**config.mk**
```make
export PLATFORM = sky130hd
export DESIGN_NAME = img_stream_gen
export DESIGN_NICKNAME = d
export VERILOG_FILES = /design/src/rtl/img_stream_gen.sv
export SDC_FILE = /design/constraint.sdc
export NUM_CORES = 1
export LEC_CHECK = 0
export ABC_AREA = 1
export BUFFER_PORTS_ARGS = -buffer_cell sky130_fd_sc_hd__buf_2
export CAP_MARGIN = 25
export CORE_UTILIZATION = 57
export CTS_CLUSTER_DIAMETER = 100
export DETAILED_ROUTE_END_ITERATION = 12
export GPL_ROUTABILITY_DRIVEN = 0
export HOLD_SLACK_MARGIN = 0.12
export PLACE_DENSITY = 0.79
export SLEW_MARGIN = 20
export SYNTH_ARGS = -nofsm -noshare
export SYNTH_HDL_FRONTEND = slang
export SYNTH_SLANG_ARGS = --single-unit
```
**constraint.sdc**
```tcl
create_clock -name clk -period 3.05 [get_ports clk]
set_clock_uncertainty 0.2 [all_clocks]
set_input_delay 0.4575 -clock clk [delete_from_list [all_inputs] [get_ports clk]]
set_output_delay 0.4575 -clock clk [all_outputs]
set_load 0.01 [all_outputs]
```
**src/rtl/img_stream_gen.sv**
```systemverilog
// -----------------------------------------------------------------------------
// img_stream_gen
// Frame/line timing generator for an 8-bit gray pixel stream. It pulls pixels
// from a valid-only source during each active line and emits vsync/href/gray
// in the classic camera-port format.
//
// Ports
//   clk            rising-edge clock
//   rst            asynchronous active-high reset
//   start          one-cycle frame request (honoured only while idle)
//   src_valid      source has a pixel on src_data
//   src_data[7:0]  source pixel
//   src_ready      combinational: pixel is consumed at the coming edge
//   per_img_vsync  frame valid (registered)
//   per_img_href   line valid (registered)
//   per_img_gray   pixel value, 0 outside href (registered)
//   busy           frame in progress (registered)
//   frame_done     one-cycle pulse in the first idle cycle after a frame
//   underrun       sticky: a pixel was starved in the current frame
//   underrun_cnt   starved pixels in the current frame, saturating
//
// V_FRONT, H_BLANK, V_BACK, IMG_HDISP and IMG_VDISP must all be >= 1.
// -----------------------------------------------------------------------------
module img_stream_gen #(
    parameter int unsigned IMG_HDISP = 512,
    parameter int unsigned IMG_VDISP = 512,
    parameter int unsigned V_FRONT   = 5,
    parameter int unsigned H_BLANK   = 5,
    parameter int unsigned V_BACK    = 1
) (
    input  logic        clk,
    input  logic        rst,
    input  logic        start,
    input  logic        src_valid,
    input  logic [7:0]  src_data,
    output logic        src_ready,
    output logic        per_img_vsync,
    output logic        per_img_href,
    output logic [7:0]  per_img_gray,
    output logic        busy,
    output logic        frame_done,
    output logic        underrun,
    output logic [15:0] underrun_cnt
);

    localparam int unsigned COL_W  = (IMG_HDISP > 1) ? $clog2(IMG_HDISP) : 1;
    localparam int unsigned LINE_W = (IMG_VDISP > 1) ? $clog2(IMG_VDISP) : 1;

    // Longest blanking interval sets the width of the shared phase counter.
    localparam int unsigned PH_MAX =
        (V_FRONT > H_BLANK) ? ((V_FRONT > V_BACK) ? V_FRONT : V_BACK)
                            : ((H_BLANK > V_BACK) ? H_BLANK : V_BACK);
    localparam int unsigned PH_W   = (PH_MAX > 1) ? $clog2(PH_MAX) : 1;

    localparam logic [COL_W-1:0]  COL_LAST  = COL_W'(IMG_HDISP - 1);
    localparam logic [LINE_W-1:0] LINE_LAST = LINE_W'(IMG_VDISP - 1);
    localparam logic [PH_W-1:0]   VF_LAST   = PH_W'(V_FRONT - 1);
    localparam logic [PH_W-1:0]   HB_LAST   = PH_W'(H_BLANK - 1);
    localparam logic [PH_W-1:0]   VB_LAST   = PH_W'(V_BACK - 1);

    typedef enum logic [2:0] {
        ST_IDLE,
        ST_V_FRONT,
        ST_H_BLANK,
        ST_ACTIVE,
        ST_V_BACK
    } state_t;

    state_t              r_state;
    state_t              w_state_nxt;
    logic [PH_W-1:0]     r_phase;
    logic [PH_W-1:0]     w_phase_nxt;
    logic [COL_W-1:0]    r_col;
    logic [COL_W-1:0]    w_col_nxt;
    logic [LINE_W-1:0]   r_line;
    logic [LINE_W-1:0]   w_line_nxt;

    logic                w_src_ready;
    logic                w_frame_start;

    logic                r_vsync;
    logic                r_href;
    logic [7:0]          r_gray;
    logic                r_busy;
    logic                r_frame_done;
    logic                r_underrun;
    logic [15:0]         r_underrun_cnt;

    // State and counter registers.
    always_ff @(posedge clk or posedge rst) begin
        if (rst) begin
            r_state <= ST_IDLE;
            r_phase <= '0;
            r_col   <= '0;
            r_line  <= '0;
        end else begin
            r_state <= w_state_nxt;
            r_phase <= w_phase_nxt;
            r_col   <= w_col_nxt;
            r_line  <= w_line_nxt;
        end
    end

    // Next-state and counter sequencing.
    always_comb begin
        w_state_nxt = r_state;
        w_phase_nxt = r_phase;
        w_col_nxt   = r_col;
        w_line_nxt  = r_line;

        unique case (r_state)
            ST_IDLE: begin
                if (start) begin
                    w_state_nxt = ST_V_FRONT;
                    w_phase_nxt = '0;
                    w_col_nxt   = '0;
                    w_line_nxt  = '0;
                end
            end

            ST_V_FRONT: begin
                if (r_phase == VF_LAST) begin
                    w_state_nxt = ST_H_BLANK;
                    w_phase_nxt = '0;
                end else begin
                    w_phase_nxt = r_phase + PH_W'(1);
                end
            end

            ST_H_BLANK: begin
                if (r_phase == HB_LAST) begin
                    w_state_nxt = ST_ACTIVE;
                    w_phase_nxt = '0;
                    w_col_nxt   = '0;
                end else begin
                    w_phase_nxt = r_phase + PH_W'(1);
                end
            end

            ST_ACTIVE: begin
                if (r_col == COL_LAST) begin
                    w_col_nxt   = '0;
                    w_phase_nxt = '0;
                    if (r_line == LINE_LAST) begin
                        w_line_nxt  = '0;
                        w_state_nxt = ST_V_BACK;
                    end else begin
                        w_line_nxt  = r_line + LINE_W'(1);
                        w_state_nxt = ST_H_BLANK;
                    end
                end else begin
                    w_col_nxt = r_col + COL_W'(1);
                end
            end

            ST_V_BACK: begin
                if (r_phase == VB_LAST) begin
                    w_state_nxt = ST_IDLE;
                    w_phase_nxt = '0;
                end else begin
                    w_phase_nxt = r_phase + PH_W'(1);
                end
            end

            default: begin
                w_state_nxt = ST_IDLE;
                w_phase_nxt = '0;
                w_col_nxt   = '0;
                w_line_nxt  = '0;
            end
        endcase
    end

    // A pixel is taken whenever the coming edge lands in ACTIVE, so ready
    // leads href by exactly one cycle.
    assign w_src_ready   = !rst && (w_state_nxt == ST_ACTIVE);
    assign w_frame_start = (r_state == ST_IDLE) && start;

    // Registered stream outputs, aligned with the registered state.
    always_ff @(posedge clk or posedge rst) begin
        if (rst) begin
            r_vsync        <= 1'b0;
            r_href         <= 1'b0;
            r_gray         <= 8'h00;
            r_busy         <= 1'b0;
            r_frame_done   <= 1'b0;
            r_underrun     <= 1'b0;
            r_underrun_cnt <= 16'h0000;
        end else begin
            r_vsync      <= (w_state_nxt != ST_IDLE);
            r_busy       <= (w_state_nxt != ST_IDLE);
            r_href       <= (w_state_nxt == ST_ACTIVE);
            r_frame_done <= (r_state == ST_V_BACK) && (w_state_nxt == ST_IDLE);
            // Starved pixels go out as black; the stream never stalls.
            r_gray       <= (w_src_ready && src_valid) ? src_data : 8'h00;

            if (w_frame_start) begin
                r_underrun     <= 1'b0;
                r_underrun_cnt <= 16'h0000;
            end else if (w_src_ready && !src_valid) begin
                r_underrun <= 1'b1;
                if (r_underrun_cnt != 16'hFFFF) begin
                    r_underrun_cnt <= r_underrun_cnt + 16'd1;
                end
            end
        end
    end

    assign src_ready     = w_src_ready;
    assign per_img_vsync = r_vsync;
    assign per_img_href  = r_href;
    assign per_img_gray  = r_gray;
    assign busy          = r_busy;
    assign frame_done    = r_frame_done;
    assign underrun      = r_underrun;
    assign underrun_cnt  = r_underrun_cnt;

endmodule
```
Word level (Yosys, flattened, before mapping)
Cells that the tools add are included.
- logic and storage cells: 73
- flip-flop bits (word level): 52
- reductions and logical operators: 20
- bitwise operators: 2
- multiplexer cells: 25
- add/subtract/negate cells: 4
- eq/ne operators: 12
- operator list (cell ; count):
    $mux W16 ; 3
    $mux W9 ; 5
    $pmux W9 S4 ; 1
    $mux W3 ; 10
    $pmux W9 S3 ; 1
    $add A9 B1 Y9 const B ; 2
    $eq A9 B9 Y1 const B ; 2
    $add A16 B1 Y16 const B ; 1
    $ne A16 B16 Y1 const B ; 1
    $pmux W3 S5 ; 1
    $pmux W3 S4 ; 1
    $eq A3 B2 Y1 const B ; 3
    $logic_not A3 Y1 ; 3
    $mux W8 ; 1
    $eq A3 B3 Y1 const B ; 2
    $ne A2 B2 Y1 const B ; 3
    $reduce_and A3 Y1 ; 2
    $logic_and A1 B1 Y1 ; 5
    $reduce_and A2 Y1 ; 2
    $reduce_bool A2 Y1 ; 2
    $reduce_or A2 Y1 ; 2
    $add A3 B1 Y3 const B ; 1
    $eq A3 B1 Y1 const B ; 1
    $reduce_bool A3 Y1 ; 1
    other kinds (4) ; 7

Logic depth before layout (Yosys ltp)
- depth after elaboration: 9
- gate-level depth with buffers: 15
- mapped depth without buffers: 14

Worst setup path after synthesis
No wires, ideal clock.
- kind: in2reg
- from: input rst
- to: register r_underrun_cnt[2] (netlist: underrun_cnt[2])
- data arrival time: 2.279 ns
- cell stages on the path: 7
- path slack: 0.454 ns
- setup time: 0.117 ns
- cell sequence: inv_1 -> nand4_2 -> nand2_2 -> nand2_4 -> buf_6 -> nand2_1 -> nand2_1
- word-level cells in the longest chain between the ends: 5
- ends and longest elaborated chain (what ; line ; RTL):
    start: declaration ; 32 ; input logic rst,
    $logic_not A1 Y1 (no source line) ; -- ;
    $logic_and A1 B1 Y1 ; 176 ; assign w_src_ready = !rst && (w_state_nxt == ST_ACTIVE);
    $logic_and A1 B1 Y1 ; 200 ; end else if (w_src_ready && !src_valid) begin
    $reduce_bool A2 Y1 (no source line) ; -- ;
    $reduce_and A2 Y1 (no source line) ; -- ;
    end signal: assignment ; 203 ; r_underrun_cnt <= r_underrun_cnt + 16'd1;
    end: declaration ; 87 ; logic [15:0] r_underrun_cnt;
No other way between the ends.
A chain may end at the register's enable or synchronous reset.

Final worst setup path
- from: register r_line[1]
- to: output src_ready
- word-level cells in the longest chain between the ends: 6
- ends and longest elaborated chain (what ; line ; RTL):
    start: declaration ; 75 ; logic [LINE_W-1:0] r_line;
    start signal: assignment ; 100 ; r_line <= w_line_nxt;
    $eq A9 B9 Y1 ; 144 ; if (r_line == LINE_LAST) begin
    $mux W3 ; 144 ;
    $mux W3 ; 141 ; if (r_col == COL_LAST) begin
    $pmux W3 S5 ; 111 ; unique case (r_state)
    via w_state_nxt[1] ; 70 ; state_t w_state_nxt;
    $eq A3 B2 Y1 ; 176 ;
    $logic_and A1 B1 Y1 ; 176 ;
    end: declaration ; 36 ; output logic src_ready,
The timed path passes the listed nets, and every way through them passes these cells.

==> impl_metrics.csv <==
group,metric,value,unit
timing,clock.fmax,354,MHz
worst_setup_path,worst-setup-path-type,"reg -> out",
timing,tns,0,ns
synthesis,synth_nets,400,
layout,finalNetCount,446,
cts,clock_path_buffers,2,
cts,htreeDepth,2,
cts,cts_tree,"built",
worst_setup_path,critPathArrivalTime,2.17,ns
timing,slew_viol_final,0,
floorplan,core,4820,µm²
synthesis,synth_most_common_cell,"nand2_1",
timing,fin_ws,0.226,ns
synthesis,synth_area_leader_cell,"dfrtp_1",
routing,drt_iter0_markers,118,
synthesis,synthArstFlopShare,100,%
synthesis,synth_cells,380,
grt,grt_pass1_vias,2213,
grt,grt_max_degree,36,
floorplan,start_util,60.3,%
routing,postRouteAntennaNets,0,
grt,antenna_found_initial,0,
worst_hold_path,hold_start,"src_data[3]",
cts,clk_latency,0.31,ns
timing,slew_headroom,64.1,%
layout,n_antenna_cell,0,
layout,drive_above_1_share,17.8,%
power_and_ir_drop,pwr_density_cell,403,nW/µm²
cts,cts.sinks,52,
synthesis,ys_seq_elements,52,
floorplan,die_area,5390,µm²
routing,via_count,2473,
timing,rsz0062_at_grt,"no",
timing,hold_viol_final,0,
synthesis,synth_cell_type_count,33,
grt,grt.total_usage,24.7,%
cts,clkTransAtPathRegs,0.10,ns
synthesis,ys_warn_count,0,
synthesis,synth_area_leaders,"dfrtp_1 45%, nand2_1 12%, inv_1 6.8%",
outcome,outcome,"complete, no violations",
synthesis,synth_common_cells,"90 x nand2_1, 53 x inv_1, 52 x dfrtp_1",
grt,grt_first_pass_wirelength,10200,µm
floorplan,die_h,73.4,µm
worst_setup_path,startpoint_type,"register",
worst_setup_path,crit_start,"r_line[1]$_DFFE_PP0P_",
cts,cts_root_buffer,"clkbuf_8",
power_and_ir_drop,ir_worst_vdd,273,µV
layout,num-fill-cells,424,
worst_setup_path,r2r_start,"r_line[1]$_DFFE_PP0P_",
synthesis,syn_area,2910,µm²
worst_hold_path,holdCritPathClass,"in -> reg",
routing,drc_errors,0,
routing,routed_via_density,5.01,
worst_setup_path,cp_max_fo,5,
timing,fin_crit_sh,92.6,%
floorplan,rows,25,
synthesis,synth_flop_cell,"dfrtp_1",
timing,tightest_slew,0.534,ns
placed_design,hpwl,4310,µm
power_and_ir_drop,leakage,1.77,nW
placed_design,io_buffers,41,
floorplan,die_x,73.4,µm
timing,finalCriticalPeriod,2.82,ns
layout,area_delta_synth_final,13.2,%
cts,cts_made_buffers,5,
placed_design,placement.setup.worst_slack,0.437,ns
worst_setup_path,critPathRequiredTime,2.39,ns
routing,firstDrtPassIters,4,
synthesis,syn_area_per_cell,7.65,µm²
synthesis,ys_seq_area_share,44.8,%
routing,wirelength,5800,µm
timing,setup_violations,0,
synthesis,synth_edf_count,0,
worst_setup_path,end_kind,"output port",
floorplan,pin_count,42,
grt,overflow,0,
synthesis,yosysTopAreaCellShare,44.8,%
run,maxCapViolCount,0,
routing,wire_per_inst,11.7,µm
## per-layer routing
metal,track usage (%),up-vias,wire (µm)
met5,0,-,0
met2,38.8,45,2630
li1,-,1295,-
met3,4.53,11,186
met4,8.55,0,102
met1,34.6,1122,2880
## worst paths after layout
path | end | slack [ns] | cells after the start
worst max-delay path | src_ready | 0.23 | 12
worst min-delay path | per_img_gray[3]$_DFF_PP0_ | 0.13 | 3
max in group asynchronous | r_line[0]$_DFFE_PP0P_ | 1.39 | 4
worst min register to register | r_line[8]$_DFFE_PP0P_ | 0.29 | 2
worst max register to register | underrun_cnt[2]$_DFFE_PP0P_ | 0.51 | 14
min in group asynchronous | per_img_gray[1]$_DFF_PP0_ | 0.48 | 3
## layout make-up
cell class                 count  area (µm²)  area share (%)
multi-input combinational    262        1350            41.0
clock buffer                   5        68.8            2.09
clock inverter                 3        27.5           0.837
timing repair buffer          44         230            7.00
sequential                    52        1300            39.6
inverter                      61         229            6.96
tap                           67        83.8            2.55
## worst max-delay path, cell delays in order (launching register included)
cell and delay, ns:
dfrtp_1 0.38, ha_1 0.19, nand3_1 0.13, nor3_2 0.15, nand2_1 0.09, nor2_1 0.10, ha_1 0.19, nand2_1 0.09
o21ai_2 0.16, o21ai_4 0.10, nand3_1 0.09, inv_1 0.07, buf_2 0.14
## flip-flops by register name, summed over array words and instances, names as in the netlist, 3 cells and up
signal and cells:
r_col 9, underrun_cnt 16, r_phase 3, r_state 3
r_line 9, per_img_gray 8
## where the power goes
part,switching [mW],leakage (nW),internal [mW]
clock,0.246,0.0463,0.169
sequential,0.0366,0.661,0.714
combinational,0.100,1.07,0.0590
total,0.383,1.77,0.942
## cells by family (layout without fill, tap and decap cells)
logic type / after synthesis / count (layout) / synth area share, %
flops: 52 / 52 / 44.8
buf+inv: 66 / 113 / 9.13
compound gates: 30 / 30 / 5.99
xor+xnor: 10 / 10 / 3.01
simple gates: 214 / 214 / 33.6
fa+ha+maj: 8 / 8 / 3.45
## timing repair
action                                  CTS  global route
endpoints found under the setup margin    0             1
hold endpoints to repair                 17             0
resized for setup                         0             2
setup buffers                             0             0
hold buffers                              1             0
## cell usage in the layout (no fill, tap or decap), types with 2 or more instances in the layout
master	count
a21oi_1	11
buf_2	41
buf_4	2
clkbuf_8	5
dfrtp_1	52
ha_1	8
inv_1	52
inv_2	9
nand2_1	90
nand2_2	2
nand2_4	2
nand3_1	37
nand3b_1	3
nand4_1	10
nand4_2	2
nor2_1	49
nor2_2	3
nor3_1	10
o21ai_0	11
xor2_1	9
## stage by stage
step	power (mW)	util, %	instance area (µm²)	hold slack, ns	std cells
floorplan	0.859	-	2910	0.256	380
global placement	0.916	65.9	3170	0.267	485
detailed placement	0.921	65.9	3170	0.278	485
CTS	1.33	68.1	3280	0.130	494
global route	1.39	68.3	3290	0.124	494
finish	1.32	68.3	3290	0.135	494
(Power assumes the default switching activity.)
